`src/rtl/fwd_hazard_unit.sv`:
```
// Forwarding select, load-use / multi-cycle hazard stall generation and a
// single-entry scoreboard for the multi-cycle (mul/div) unit.
module fwd_hazard_unit #(
    parameter int NUM_SRC = 2,
    parameter int NUM_FWD = 2,
    parameter int RA_W    = 5,
    parameter int MD_LAT  = 4,
    parameter int SEL_W   = $clog2(NUM_FWD + 1)
) (
    input  logic                     clk,
    input  logic                     rst_n,
    input  logic [NUM_SRC*RA_W-1:0]  rs_ex,
    input  logic [NUM_FWD*RA_W-1:0]  rd_stg,
    input  logic [NUM_FWD-1:0]       wr_stg,
    input  logic [NUM_SRC*RA_W-1:0]  rs_id,
    input  logic [NUM_SRC-1:0]       rs_used_id,
    input  logic [RA_W-1:0]          rd_id,
    input  logic                     wr_id,
    input  logic [RA_W-1:0]          rd_ex,
    input  logic                     wr_ex,
    input  logic                     is_load_ex,
    input  logic                     md_start,
    output logic [NUM_SRC*SEL_W-1:0] fwd_sel,
    output logic                     stall_id,
    output logic                     md_busy,
    output logic                     md_wb_valid,
    output logic [RA_W-1:0]          md_wb_rd,
    output logic                     md_overrun,
    output logic [15:0]              stall_cnt
);

    localparam int CNT_W = $clog2(MD_LAT + 1);

    typedef enum logic [1:0] {
        ST_IDLE = 2'd0,
        ST_BUSY = 2'd1,
        ST_DONE = 2'd2
    } md_state_t;

    md_state_t                md_state_r;
    logic [CNT_W-1:0]         md_cnt_r;
    logic                     md_busy_r;
    logic                     md_wb_valid_r;
    logic [RA_W-1:0]          md_wb_rd_r;
    logic                     md_overrun_r;
    logic [15:0]              stall_cnt_r;

    logic [NUM_SRC*SEL_W-1:0] fwd_sel_s;
    logic                     load_use_s;
    logic                     md_ref_s;
    logic                     md_hit_s;
    logic                     stall_id_s;

    // Bypass select: scan oldest to youngest so the youngest matching stage overrides.
    always_comb begin
        fwd_sel_s = '0;
        for (int i = 0; i < NUM_SRC; i++) begin
            for (int k = NUM_FWD; k >= 1; k--) begin
                if (wr_stg[k-1] && (rd_stg[(k-1)*RA_W +: RA_W] == rs_ex[i*RA_W +: RA_W])
                    && (rs_ex[i*RA_W +: RA_W] != '0)) begin
                    fwd_sel_s[i*SEL_W +: SEL_W] = SEL_W'(k);
                end else begin
                    fwd_sel_s[i*SEL_W +: SEL_W] = fwd_sel_s[i*SEL_W +: SEL_W];
                end
            end
        end
    end

    // ID-stage hazard detection: load-use, RAW/WAW against the pending MD register, MD issue conflict.
    always_comb begin
        load_use_s = 1'b0;
        md_ref_s   = wr_id && (rd_id == md_wb_rd_r);
        for (int i = 0; i < NUM_SRC; i++) begin
            if (rs_used_id[i] && (rs_id[i*RA_W +: RA_W] == rd_ex)) begin
                load_use_s = 1'b1;
            end else begin
                load_use_s = load_use_s;
            end
            if (rs_used_id[i] && (rs_id[i*RA_W +: RA_W] == md_wb_rd_r)) begin
                md_ref_s = 1'b1;
            end else begin
                md_ref_s = md_ref_s;
            end
        end
        load_use_s = load_use_s && is_load_ex && wr_ex && (rd_ex != '0);
        md_hit_s   = md_busy_r && (md_wb_rd_r != '0) && md_ref_s;
        stall_id_s = load_use_s || md_hit_s || (md_busy_r && md_start);
    end

    // Multi-cycle unit scoreboard; DONE accepts a new issue to allow back-to-back ops.
    always_ff @(posedge clk or negedge rst_n) begin
        if (!rst_n) begin
            md_state_r    <= ST_IDLE;
            md_cnt_r      <= '0;
            md_busy_r     <= 1'b0;
            md_wb_valid_r <= 1'b0;
            md_wb_rd_r    <= '0;
            md_overrun_r  <= 1'b0;
        end else begin
            case (md_state_r)
                ST_IDLE: begin
                    md_wb_valid_r <= 1'b0;
                    if (md_start) begin
                        md_state_r <= ST_BUSY;
                        md_wb_rd_r <= rd_ex;
                        md_cnt_r   <= CNT_W'(MD_LAT - 1);
                        md_busy_r  <= 1'b1;
                    end else begin
                        md_state_r <= ST_IDLE;
                        md_busy_r  <= 1'b0;
                    end
                end
                ST_BUSY: begin
                    if (md_start) begin
                        md_overrun_r <= 1'b1;
                    end else begin
                        md_overrun_r <= md_overrun_r;
                    end
                    if (md_cnt_r == CNT_W'(1)) begin
                        md_state_r    <= ST_DONE;
                        md_wb_valid_r <= 1'b1;
                    end else begin
                        md_cnt_r <= md_cnt_r - CNT_W'(1);
                    end
                end
                ST_DONE: begin
                    md_wb_valid_r <= 1'b0;
                    if (md_start) begin
                        md_state_r <= ST_BUSY;
                        md_wb_rd_r <= rd_ex;
                        md_cnt_r   <= CNT_W'(MD_LAT - 1);
                        md_busy_r  <= 1'b1;
                    end else begin
                        md_state_r <= ST_IDLE;
                        md_wb_rd_r <= '0;
                        md_busy_r  <= 1'b0;
                    end
                end
                default: begin
                    md_state_r    <= ST_IDLE;
                    md_cnt_r      <= '0;
                    md_busy_r     <= 1'b0;
                    md_wb_valid_r <= 1'b0;
                    md_wb_rd_r    <= '0;
                end
            endcase
        end
    end

    // Saturating count of stalled cycles.
    always_ff @(posedge clk or negedge rst_n) begin
        if (!rst_n) begin
            stall_cnt_r <= 16'h0000;
        end else if (stall_id_s && (stall_cnt_r != 16'hFFFF)) begin
            stall_cnt_r <= stall_cnt_r + 16'h0001;
        end else begin
            stall_cnt_r <= stall_cnt_r;
        end
    end

    assign fwd_sel     = fwd_sel_s;
    assign stall_id    = stall_id_s;
    assign md_busy     = md_busy_r;
    assign md_wb_valid = md_wb_valid_r;
    assign md_wb_rd    = md_wb_rd_r;
    assign md_overrun  = md_overrun_r;
    assign stall_cnt   = stall_cnt_r;

endmodule

```
`config.mk`:
```
export PLATFORM = sky130hd
export DESIGN_NAME = fwd_hazard_unit
export DESIGN_NICKNAME = d
export VERILOG_FILES = /design/src/rtl/fwd_hazard_unit.sv
export SDC_FILE = /design/constraint.sdc
export NUM_CORES = 1
export LEC_CHECK = 0
export ABC_AREA = 1
export CORE_MARGIN = 5
export CORE_UTILIZATION = 49
export CTS_CLUSTER_SIZE = 30
export DETAILED_ROUTE_END_ITERATION = 12
export GPL_ROUTABILITY_DRIVEN = 1
export PLACE_DENSITY = 0.92
export SLEW_MARGIN = 15
export SYNTH_ARGS = -nofsm -noshare
export SYNTH_HDL_FRONTEND = slang
export SYNTH_SLANG_ARGS = --single-unit
```
`constraint.sdc`:
```
create_clock -name clk -period 2.9 [get_ports clk]
set_input_delay 0.58 -clock clk [delete_from_list [all_inputs] [get_ports clk]]
set_output_delay 0.58 -clock clk [all_outputs]
set_load 0.02 [all_outputs]
```
==> results of run 1 <==
[sequential cells by signal, indices dropped and copies added (netlist names)]
register,count
md_busy,1
md_cnt_r,3
md_overrun,1
md_state_r,2
md_wb_rd,5
stall_cnt,16
[logic make-up (layout without fill, tap and decap cells)]
group                    count (synthesis)  in the layout  share of synthesized area, %
flip-flops                              28             28                          31.3
adder cells (fa/ha/maj)                  3              3                          1.68
AO/OA/AOI/OAI                           28             28                          7.43
buffers and inverters                   60            147                          11.1
AND/OR/NAND/NOR                        212            212                          40.7
XOR/XNOR                                20             20                          7.82
[power breakdown]
group	total, W	switching [W]	internal (W)
clock	0.000241	0.000120	0.000122
combinational	0.000939	0.000549	0.000390
sequential	0.000612	0.000119	0.000493
total	0.00179	0.000787	0.00100
[cell usage after synthesis (all sizes together) (5+ instances only)]
| master | count |
|---|---|
| dfrtp | 28 |
| nand2 | 124 |
| o21ai | 15 |
| nor3 | 6 |
| xnor2 | 7 |
| nand4 | 8 |
| o22ai | 5 |
| inv | 57 |
| nand3 | 34 |
| nor2 | 35 |
| xor2 | 13 |
[layout make-up]
cell class / count / area share, %
clock buffer: 4 / 1.74
inverter: 57 / 6.77
multi-input combinational: 263 / 40.9
sequential: 28 / 22.2
tap: 52 / 2.06
timing repair buffer: 86 / 26.4
[layer usage]
| layer | vias to the layer above | share of wire, % | global-route usage (%) |
|---|---|---|---|
| li1 | 1276 | - | - |
| met1 | 1167 | 43 | 27.4 |
| met2 | 71 | 50 | 38.0 |
| met3 | 11 | 5.7 | 3.94 |
| met4 | 0 | 1.4 | 6.53 |
| met5 | - | 0 | 0 |
[metrics by stage]
step	cells	setup TNS, ns
6_report	490	0
5_1_grt	490	0
4_1_cts	490	0
3_5_place_dp	486	-0.136
3_3_place_gp	486	-0.0735
2_1_floorplan	351	0
[final timing paths]
kind	from	endpoint	slack (ns)	cells past startpoint
worst max register to register	stall_cnt[0]	stall_cnt[11]	0.96	8
worst min-delay path	md_overrun	md_overrun	0.47	1
worst max-delay path	rs_ex[8]	fwd_sel[3]	0.21	6
min in group asynchronous	rst_n	md_cnt_r[0]	0.68	2
worst min register to register	md_overrun	md_overrun	0.47	1
max in group asynchronous	rst_n	md_wb_rd[0]	1.95	2
[critical path: stages]
cell and delay (ns):
clkdlybuf4s50_1 0.46, xor2_1 0.18, nor4_1 0.29, nand4_1 0.14, nor2_1 0.12, dlygate4sd2_1 0.34
==> reports/summary.txt, run 1 <==
ANT cells = 0
largest net degree at the start of global routing = 29
number of cells produced by synthesis = 351
DP Wirelength = 5020 um
pre-CTS setup slack = -0.0563 ns
Final period util = 92.8%
synth top area cells = dfrtp_1, nand2_1, inv_1
Cell Rows = 24
Die Height = 77.6 um
vias in the first global route = 2,549
WL final = 6450 um
post-DR vias/cell = 5.15
commonest non-fill, non-tap cell in the layout = nand2_1
clock root buffer = clkbuf_8
most frequent cells in the layout = nand2_1, clkdlybuf4s50_1, inv_1
Max FO, Critical Path = 3
Yosys cell types = 27
cell taking the most area after synthesis = dfrtp_1
top cell type's share of synthesized area = 31.3%
Pwr Total = 0.00179 W
Crit path arrival time = 2.11 ns
core box area = 4380 um2
Post-CTS Setup Bufs = 0
cts bufs inserted = 3
Routed Antenna Nets = 0
outcome = completed
global-route wire length before repair = 11,200 um
Leak = 1.61 nW
asr flop ratio synth = 100%
DRT Pass-1 Iters = 4
grt total ovfl = 0
CTS Sinks = 28
IO buf count = 78
Worst EP required = 2.32 ns
Worst slew margin = 73.3%
dominant synthesized flop cell = dfrtp_1
WHS = 0.472 ns
via count = 2,525
Crit Path Class = in2out
power density cells = 567 nW/um2
syn avg cell area = 6.38 um2
Worst-Skew Late Latency = 0.28 ns
Clock Skews = 0.00637 ns
DR iter-0 viols = 138
Nets = 492
io pins = 79
min setup slack post-route = 0.209 ns
# hold bufs at CTS = 0
clock buffer depth = 2
Synth Warn # = 0
routability cong. = 0.923
maxcap violations = 0
Seq/Total Area, Yosys = 31.3%
unrepaired setup endpoints after global routing = false
post-route cell area = 3160 um2
Period minus WS final = 2.69 ns
clk slew on worst S/H paths = 0.09 ns
count of pins over their slew limit = 0
Seq cells post-synth = 28
Starting Density = 51.1%
initial antenna violation count = 0
Hold WC Path Type = reg2reg
slew at the pin with the worst max-slew slack = 0.399 ns
EDFF count, synth = 0
Syn Std Cell Area = 2240 um2
die width = 77.6 um
Wirelength per Cell = 13.2 um
GRT Resource Usage Total = 21.8%
Final Hold Vio Count = 0
H-Tree Depth = 1
Layout fillers = 364
DP Area = 3110 um2
number of gates resized after CTS = 5
Util after Layout = 72.1%
Setup crit end kind = output pin
share of cells above drive strength 1 = 6.85%
Residual DRC = 0
Max Freq = 0.372 GHz
worst vdd ir = 0.585 mV
register area = 701 um2
syn nets = 404
area growth from synthesis to layout = 41.1%
Startpoint Class = input port
CTS tree = built
Setup Viol. Count Final = 0
die area = 6020 um2
Multi-input gate area = 1290 um2
Power figures use the tool's default switching activity.
==> run 2, diff against run 1 <==
--- a/config.mk
+++ b/config.mk
@@ -7,12 +7,12 @@
 export LEC_CHECK = 0
 export ABC_AREA = 1
 export CORE_MARGIN = 5
-export CORE_UTILIZATION = 49
+export CORE_UTILIZATION = 37
 export CTS_CLUSTER_SIZE = 30
 export DETAILED_ROUTE_END_ITERATION = 12
 export GPL_ROUTABILITY_DRIVEN = 1
-export PLACE_DENSITY = 0.92
-export SLEW_MARGIN = 15
+export PLACE_DENSITY = 0.74
+export SETUP_SLACK_MARGIN = 0.05
 export SYNTH_ARGS = -nofsm -noshare
 export SYNTH_HDL_FRONTEND = slang
 export SYNTH_SLANG_ARGS = --single-unit
==> reports/summary.txt, run 2 (synthesis results as in run 1) <==
unrepaired setup endpoints after global routing = false
Cell Rows = 28
vias in the first global route = 2,459
largest net degree at the start of global routing = 29
Layout fillers = 595
area growth from synthesis to layout = 43.7%
io pins = 79
Startpoint Class = input port
power density cells = 575 nW/um2
clock root buffer = clkbuf_8
Worst EP required = 2.32 ns
CTS tree = built
via count = 2,491
initial antenna violation count = 0
clock buffer depth = 2
core box area = 5920 um2
post-DR vias/cell = 4.85
Worst-Skew Late Latency = 0.28 ns
grt total ovfl = 0
IO buf count = 78
Final Hold Vio Count = 0
Wirelength per Cell = 12.6 um
Max Freq = 0.376 GHz
worst vdd ir = 0.366 mV
maxcap violations = 0
DR iter-0 viols = 107
Hold WC Path Type = reg2reg
Leak = 1.62 nW
ANT cells = 0
commonest non-fill, non-tap cell in the layout = nand2_1
CTS Sinks = 28
routability cong. = 0.893
clk slew on worst S/H paths = 0.10 ns
Max FO, Critical Path = 3
WL final = 6490 um
Clock Skews = 0.00222 ns
H-Tree Depth = 1
DP Wirelength = 5160 um
global-route wire length before repair = 10,700 um
post-route cell area = 3220 um2
Residual DRC = 0
die width = 87.8 um
slew at the pin with the worst max-slew slack = 0.423 ns
min setup slack post-route = 0.239 ns
Crit path arrival time = 2.08 ns
die area = 7710 um2
outcome = completed
Setup crit end kind = output pin
Util after Layout = 54.4%
Final period util = 91.8%
Starting Density = 37.8%
DP Area = 3150 um2
max reg flops = 16
share of cells above drive strength 1 = 7.29%
DRT Pass-1 Iters = 4
count of pins over their slew limit = 0
register area = 701 um2
Setup Viol. Count Final = 0
Crit Path Class = in2out
Routed Antenna Nets = 0
Nets = 493
GRT Resource Usage Total = 17.2%
Multi-input gate area = 1300 um2
cts bufs inserted = 3
Worst slew margin = 71.7%
Period minus WS final = 2.66 ns
Die Height = 87.8 um
pre-CTS setup slack = -0.0758 ns
# hold bufs at CTS = 0
most frequent cells in the layout = nand2_1, clkdlybuf4s50_1, inv_1
## run 2: worst max-delay path, cell delays in order
cell and delay [ns]:
clkdlybuf4s50_1 0.48, xor2_1 0.19, nor4_1 0.27, nand4_1 0.11
nor2_1 0.12, dlygate4sd2_1 0.34
## run 2: metrics by stage
step / total power, W / hold slack [ns] / cells / setup TNS [ns]
detailed placement: 0.00155 / 0.446 / 510 / -0.189
finish: 0.00185 / 0.469 / 514 / 0
global placement: 0.00152 / 0.457 / 510 / -0.0378
global route: 0.00201 / 0.514 / 514 / 0
floorplan: 0.00116 / 0.284 / 351 / 0
CTS: 0.00186 / 0.475 / 514 / 0
## run 2: worst paths after layout
check / startpoint / endpoint / slack (ns) / depth (start not counted)
setup / recovery: rs_ex[7] / fwd_sel[3] / 0.24 / 6
min in group asynchronous: rst_n / stall_cnt[1] / 0.66 / 2
max in group asynchronous: rst_n / stall_cnt[4] / 1.97 / 2
hold / removal: md_overrun / md_overrun / 0.47 / 1
hold reg to reg: md_overrun / md_overrun / 0.47 / 1
setup reg to reg: stall_cnt[0] / stall_cnt[13] / 0.96 / 8
## run 2: final cells by class
type / instances / area share [%]
clock buffer: 3 / 1.28
clock inverter: 1 / 0.933
inverter: 57 / 6.65
multi-input combinational: 263 / 40.3
sequential: 28 / 21.8
tap: 75 / 2.91
timing repair buffer: 87 / 26.2
## run 2: power breakdown
group	switching (W)	leakage [nW]	total, W	internal, W
sequential	0.000115	0.364	0.000609	0.000493
clock	0.000132	0.0357	0.000317	0.000185
combinational	0.000536	1.22	0.000925	0.000389
## run 2: routing by layer
layer | part of all wire (%) | GRT usage, % | wire length [um]
met5 | 0 | 0 | 0
met4 | 1.4 | 5.58 | 94
met3 | 6.9 | 2.26 | 445
met2 | 47 | 30.0 | 3050
met1 | 45 | 21.9 | 2900
## run 2: what timing repair did
action	CTS	global route
setup buffers	0	0
endpoints found under the setup margin	5	1
gates resized for setup	5	1
==> run 3, diff against run 2 <==
--- a/config.mk
+++ b/config.mk
@@ -6,12 +6,14 @@
 export NUM_CORES = 1
 export LEC_CHECK = 0
 export ABC_AREA = 1
+export CAP_MARGIN = 30
 export CORE_MARGIN = 5
 export CORE_UTILIZATION = 37
 export CTS_CLUSTER_SIZE = 30
 export DETAILED_ROUTE_END_ITERATION = 12
 export GPL_ROUTABILITY_DRIVEN = 1
 export PLACE_DENSITY = 0.74
+export RECOVER_POWER = 50
 export SETUP_SLACK_MARGIN = 0.05
 export SYNTH_ARGS = -nofsm -noshare
 export SYNTH_HDL_FRONTEND = slang
==> reports/summary.txt, run 3 (synthesis results as in run 1) <==
Startpoint Class = input port
setup slack, reg-to-reg = 0.96 ns
clk slew on worst S/H paths = 0.10 ns
Cells after DPL = 510
slew at the pin with the worst max-slew slack = 1.51 ns
Final period util = 91.8%
setup TNS = 0 ns
Wirelength per Cell = 12.6 um
Max Freq = 0.376 GHz
largest net degree at the start of global routing = 29
Layout fillers = 597
WL final = 6480 um
Worst-Skew Late Latency = 0.28 ns
ANT cells = 0
via count = 2,484
worst r2r dst = stall_cnt[13]
DR iter-0 viols = 107
failing checks = capacitance limit, slew limit
Reg2Reg Launch Point = stall_cnt[0]
initial antenna violation count = 0
Leak = 1.62 nW
Crit path arrival time = 2.08 ns
Pwr Total = 0.00185 W
global-route wire length before repair = 10,700 um
Residual DRC = 0
share of cells above drive strength 1 = 7.06%
Routed Antenna Nets = 0
most frequent cells in the layout = nand2_1, clkdlybuf4s50_1, inv_1
worst vdd ir = 0.366 mV
Final Hold Vio Count = 0
Hold Path Depth = 1
Clock Skews = 0.00222 ns
DP Wirelength = 5160 um
vias in the first global route = 2,459
IO buf count = 78
io pins = 79
core box area = 5920 um2
outcome = complete, but fails checks
die area = 7710 um2
count of pins over their slew limit = 29
Nets = 493
Setup crit end kind = output pin
die width = 87.8 um
Max FO, Critical Path = 3
post-DR vias/cell = 4.83
Starting Density = 37.8%
clock root buffer = clkbuf_8
hold_sp = md_overrun
CTS tree = built
DP Area = 3150 um2
Hold WC Path Type = reg2reg
maxcap violations = 1
GRT Resource Usage Total = 17.2%
Hold Path End = md_overrun
Period minus WS final = 2.66 ns
Util after Layout = 54.3%
CTS Sinks = 28
unrepaired setup endpoints after global routing = false
power density cells = 574 nW/um2
fin cells = 514
cts bufs inserted = 3
Cell Rows = 28
Setup Viol. Count Final = 0
clock buffer depth = 2
H-Tree Depth = 1
routability cong. = 0.893
FF-to-FF path depth = 8
Worst slew margin = -0.594%
commonest non-fill, non-tap cell in the layout = nand2_1
Die Height = 87.8 um
post-route cell area = 3220 um2
Crit Path Class = in2out
max reg flops = 16
# hold bufs at CTS = 0
DRT Pass-1 Iters = 4
Worst EP required = 2.32 ns
area growth from synthesis to layout = 43.6%
grt total ovfl = 0
## run 3: area by class of cell
cell class	count	area [um2]	share of cell area [%]
clock buffer	3	41.3	1.28
clock inverter	1	30.0	0.934
inverter	57	214	6.65
multi-input combinational	263	1300	40.4
sequential	28	701	21.8
tap	75	93.8	2.92
timing repair buffer	87	838	26.1
## run 3: worst max-delay path by stage
stage	slack [ns]	from	endpoint	depth (start not counted)
after global routing	0.1	rs_ex[7]	fwd_sel[3]	6
final	0.24	rs_ex[7]	fwd_sel[3]	6
after floorplan	0.51	rd_stg[4]	fwd_sel[3]	4
after global placement	-0.03	rs_ex[9]	fwd_sel[2]	5
after detailed placement	-0.08	rs_ex[1]	fwd_sel[0]	6
after CTS	0.18	rs_ex[1]	fwd_sel[1]	7
## run 3: report_power, final
| part | switching (W) | internal [W] | total, W |
|---|---|---|---|
| logic | 0.000536 | 0.000385 | 0.000921 |
| registers | 0.000115 | 0.000493 | 0.000608 |
| clock network | 0.000132 | 0.000185 | 0.000317 |
## run 3: timing repair
action / 4_1_cts / 5_1_grt
buffers inserted: 0 / 0
endpoints found under the setup margin: 5 / 1
gates resized for setup: 5 / 1
## run 3: critical path, stage by stage
cell	delay [ns]
clkdlybuf4s50_1	0.48
xor2_1	0.19
nor4_1	0.27
nand4_1	0.11
nor2_1	0.12
dlygate4sd2_1	0.34
## run 3: through the flow
stage | hold slack [ns] | setup slack [ns]
global route | 0.510 | 0.0952
floorplan | 0.284 | 0.511
finish | 0.463 | 0.239
detailed placement | 0.446 | -0.0758
global placement | 0.457 | -0.0317
CTS | 0.475 | 0.183
## run 3: per-layer routing
layer / GRT usage, % / routed length [um] / up-vias
met3: 2.26 / 438 / 8
li1: - / - / 1288
met1: 21.9 / 2900 / 1117
met5: 0 / 0 / -
met2: 30.0 / 3040 / 71
met4: 5.58 / 94 / 0
==> variant 1 (flow settings as in run 3) <==
The parameter `NUM_SRC` goes from 2 to 1.
--- a/src/rtl/fwd_hazard_unit.sv
+++ b/src/rtl/fwd_hazard_unit.sv
@@ -1,7 +1,7 @@
 // Forwarding select, load-use / multi-cycle hazard stall generation and a
 // single-entry scoreboard for the multi-cycle (mul/div) unit.
 module fwd_hazard_unit #(
-    parameter int NUM_SRC = 2,
+    parameter int NUM_SRC = 1,
     parameter int NUM_FWD = 2,
     parameter int RA_W    = 5,
     parameter int MD_LAT  = 4,
Ports: changed (resized fwd_sel, rs_ex, rs_id and rs_used_id); port bits go from 79 to 66. No check against the original RTL was run, so the function may have changed too.
==> variant 1 against run 3 <==
  * The run still ends with max-capacitance violations, max-slew violations left
  * Total power down 3.8%
  * Count of clock-buffer cells in the layout unchanged
  * First-iteration DRC count shrank 21%
  * Area after synthesis fell by 9.6%
  * Design area is 12% lower
  * Sequential cell count did not move
  * Wire length decreased by 16%
  * Setup slack improved by 2.5 ps
==> variant 1: results <==
export IMPL_met2_length_um=2690
export IMPL_first_iter_violations=85
export IMPL_clock_latency_ps=280
export IMPL_vdd_drop_max_uv=362
export IMPL_fillers=529
export IMPL_leakage_nw=1.36
export IMPL_drive_gt1_share_pct=9.24
export IMPL_yosys_top_cells_count="82 x nand2_1, 40 x inv_1, 32 x nand3_1"
export IMPL_use_met2_pct=27.8
export IMPL_syn_nets=330
export IMPL_vias_per_cell=4.84
export IMPL_met1_length_um=2410
export IMPL_violations="max-capacitance violations, max-slew violations"
export IMPL_gr_usage_met3_pct=2.27
export IMPL_dp_hpwl_um=4180
export IMPL_port_buffers=65
export IMPL_critPathMaxFanout=4
export IMPL_slowest_delay_ps=540
export IMPL_yosysUniqueCellTypes=29
export IMPL_yosysSeqAreaShare_pct=34.6
export IMPL_routed_wl_um=5460
export IMPL_firstDrtPassIters=4
export IMPL_power_density_nw_per_um2=626
export IMPL_synth_area_leaders="dfrtp_1 35%, nand2_1 15%, nand3_1 7.9%"
export IMPL_final_nets=400
export IMPL_worstMarginPinSlew_ps=1510
export IMPL_grt_pass1_wl_um=9290
export IMPL_place_gp_congestion=0.962
export IMPL_finClkSkew_ps=3.09
export IMPL_slew_viol_final=29
export IMPL_grt_use_total_pct=15.8
export IMPL_route_met3_wl_um=284
export IMPL_status="complete, but fails checks"
export IMPL_maxCapViolCount=1
export IMPL_r2r_cells=7
export IMPL_first_global_vias=2045
[variant 1: cell types whose count changed in the layout (fill, tap and decap cells not counted), moves of 3 or more]
cell	delta
inv_2	-3
inv_1	-8
clkdlybuf4s50_1	-10
dlygate4sd2_1	-3
o21ai_0	-6
buf_4	-6
nor3_1	+4
nand4_1	-4
nand2_1	-40
nand2_2	+12
nor2_1	-15
[variant 1: path summary, 6_finish.rpt]
check                                              start                   endpoint  slack, ps
worst max-delay path                            rs_id[0]                   stall_id        240
worst min-delay path              md_overrun$_DFFE_PN0P_     md_overrun$_DFFE_PN0P_        490
min in group asynchronous                          rst_n   stall_cnt[8]$_DFFE_PN0P_       1180
worst min register to register    md_overrun$_DFFE_PN0P_     md_overrun$_DFFE_PN0P_        490
worst max register to register  stall_cnt[0]$_DFFE_PN0P_   stall_cnt[0]$_DFFE_PN0P_        990
max in group asynchronous                          rst_n  stall_cnt[11]$_DFFE_PN0P_        850
[variant 1: worst max-delay path: cells and delay by family]
family	cells	cell delay, ps
simple gates	9	590
buf+inv	3	920
[variant 1: through the flow]
step / instances / cell area [um2] / setup slack (ps) / TNS [ps] / hold WS, ps
finish: 429 / 2840 / 241 / 0 / 492
global route: 429 / 2840 / 71.2 / 0 / 507
floorplan: 288 / 2030 / 625 / 0 / 284
detailed placement: 425 / 2760 / -73.7 / -157 / 464
CTS: 429 / 2840 / 194 / 0 / 502
global placement: 425 / 2760 / -56.7 / -64.6 / 492
[variant 1: logic make-up (layout without fill, tap and decap cells)]
| family | count (synthesis) | after routing | share of synthesized area (%) |
|---|---|---|---|
| AND/OR/NAND/NOR | 167 | 167 | 38.8 |
| buffers and inverters | 49 | 118 | 9.88 |
| flip-flops | 28 | 28 | 34.6 |
| AO/OA/AOI/OAI | 22 | 22 | 6.67 |
| XOR/XNOR | 19 | 19 | 8.21 |
| adder cells (fa/ha/maj) | 3 | 3 | 1.85 |
[variant 1: area by class of cell]
type	count	area, um2	share of cell area, %
Inverter	46	173	6.08
Sequential cell	28	701	24.7
Clock buffer	3	41.3	1.46
Multi-Input combinational cell	211	1140	40.0
Clock inverter	1	30.0	1.06
Tap cell	72	90.1	3.17
Timing Repair Buffer	68	667	23.5
[variant 1: report_power, final]
| part | total, W | switching [W] | internal, W |
|---|---|---|---|
| combinational | 0.000841 | 0.000489 | 0.000352 |
| clock | 0.000316 | 0.000131 | 0.000185 |
| sequential | 0.000618 | 0.000127 | 0.000491 |
[variant 1: repair_timing]
item / CTS / global route
hold buffers: 0 / 0
resized for setup: 5 / 1
endpoints found under the setup margin: 3 / 1
==> variant 2 (config.mk and constraints of run 3) <==
Made on the original files. Encoding of `md_state_t`: now one-hot (3 bits for 3 states).
--- a/src/rtl/fwd_hazard_unit.sv
+++ b/src/rtl/fwd_hazard_unit.sv
@@ -31,10 +31,10 @@
 
     localparam int CNT_W = $clog2(MD_LAT + 1);
 
-    typedef enum logic [1:0] {
-        ST_IDLE = 2'd0,
-        ST_BUSY = 2'd1,
-        ST_DONE = 2'd2
+    typedef enum logic [2:0] {
+        ST_IDLE = 3'b001,
+        ST_BUSY = 3'b010,
+        ST_DONE = 3'b100
     } md_state_t;
 
     md_state_t                md_state_r;
Check against the original RTL: no difference found for any inputs over 10 cycles, from zero or initial values and one cycle with rst_n low; not proved beyond that.
==> variant 2 against run 3 <==
  * The flow still finishes with violations (max-capacitance violations, max-slew violations)
  * Sequential share of layout area is 0.70 points higher
  * Setup slack worse by 18 ps
  * Critical path depth stayed put
  * Fmax is 0.69% lower
  * Final cell count is 2.7% higher
  * Area after synthesis is 3.4% higher
  * Design area is 4.0% higher
  * Sequential cell count is 2 higher
  * Wire length is 1.6% higher
  * Total power is 0.73% lower
  * Largest power group unchanged
  * Highest routed layer unchanged
==> variant 2: results <==
export IMPL_status="complete, but fails checks"
export IMPL_violations="max-capacitance violations, max-slew violations"
export IMPL_yosys_top_cells_count="127 x nand2_1, 52 x inv_1, 34 x nand3_1"
export IMPL_r2r_cells=11
export IMPL_numCtsBuffers=5
export IMPL_vdd_drop_max_uv=423
export IMPL_synth_cells=359
export IMPL_clk_pin_slew_ps=60
export IMPL_slew_viol_final=31
export IMPL_r2r_start="md_wb_rd[1]$_DFFE_PN0P_"
export IMPL_fillers=570
export IMPL_cts_root_buf="clkbuf_8"
export IMPL_slew_headroom_pct=-6.13
export IMPL_r2r_end="stall_cnt[3]$_DFFE_PN0P_"
export IMPL_synth_area_leaders="dfrtp_1 31%, nand2_1 21%, inv_1 8.4%"
export IMPL_grt_use_total_pct=17.0
export IMPL_syn_nets=412
export IMPL_htreeDepth=2
export IMPL_final_nets=505
export IMPL_yosysSeqAreaShare_pct=32.5
export IMPL_r2r_setup_slack_ps=910
export IMPL_drive_gt1_share_pct=7.06
export IMPL_leakage_nw=1.66
export IMPL_dpl_cell_count=520
export IMPL_maxCapViolCount=1
export IMPL_crit_arrival_ps=2100
export IMPL_first_global_vias=2468
export IMPL_synth_compound_area_share_pct=8.43
export IMPL_p_int_w=0.00107
export IMPL_place_gp_congestion=0.836
export IMPL_finClkSkew_ps=2.76
export IMPL_num_vias=2554
export IMPL_dp_hpwl_um=5110
-- variant 2: layout make-up --
class | count | area, um2 | area share, %
Clock buffer | 6 | 82.6 | 2.47
Clock inverter | 2 | 12.5 | 0.374
Inverter | 54 | 203 | 6.06
Multi-Input combinational cell | 271 | 1340 | 40.0
Sequential cell | 30 | 752 | 22.5
Tap cell | 75 | 93.8 | 2.81
Timing Repair Buffer | 90 | 862 | 25.8
-- variant 2: kinds of logic (layout without fill, tap and decap cells) --
kind of cell | after synthesis | in the layout
AO/OA/AOI/OAI | 34 | 34
XOR/XNOR | 19 | 19
adder cells (fa/ha/maj) | 3 | 3
buffers and inverters | 58 | 152
flip-flops | 30 | 30
AND/OR/NAND/NOR | 215 | 215
-- variant 2: through the flow --
| step | setup WS [ps] | power (W) |
|---|---|---|
| 4_1_cts | 159 | 0.00186 |
| 2_1_floorplan | 482 | 0.00114 |
| 6_report | 221 | 0.00183 |
| 3_3_place_gp | -65.0 | 0.00147 |
| 5_1_grt | 51.4 | 0.00200 |
| 3_5_place_dp | -115 | 0.00150 |
-- variant 2: worst max-delay path, delay by kind of cell --
family,cells,cell delay (ps)
AND/OR/NAND/NOR,3,470
XOR/XNOR,1,230
buffers and inverters,2,810
-- variant 2: repair_timing --
| action | in CTS | in global routing |
|---|---|---|
| pin swaps | 0 | 1 |
| endpoints found under the setup margin | 5 | 2 |
| buffers inserted | 0 | 0 |
| resized for setup | 6 | 3 |
-- variant 2: routing by layer --
metal  vias to the layer above  share of wire [%]  GRT usage (%)
met1                      1146                 44           22.4
met5                         -                  0              0
li1                       1323                  -              -
met2                        83                 48           28.3
met4                         0               0.15           3.65
met3                         2                8.5           4.06
-- variant 2: how the worst max path moves through the flow --
stage	endpoint	depth (start not counted)	from
CTS	fwd_sel[3]	7	rs_ex[5]
global placement	fwd_sel[2]	6	rs_ex[5]
global route	stall_id	10	rd_ex[0]
detailed placement	fwd_sel[0]	5	rs_ex[2]
finish	fwd_sel[1]	6	rs_ex[2]
floorplan	fwd_sel[3]	4	rd_stg[0]
-- variant 2: power groups by stage --
stage | Sequential (W) | Combinational, W | Clock (W)
6_report | 0.000624 | 0.000859 | 0.000349
4_1_cts | 0.000628 | 0.000869 | 0.000363
3_5_place_dp | 0.000634 | 0.000868 | 0
5_1_grt | 0.000644 | 0.000973 | 0.000386
2_1_floorplan | 0.000686 | 0.000458 | 0
3_3_place_gp | 0.000629 | 0.000845 | 0
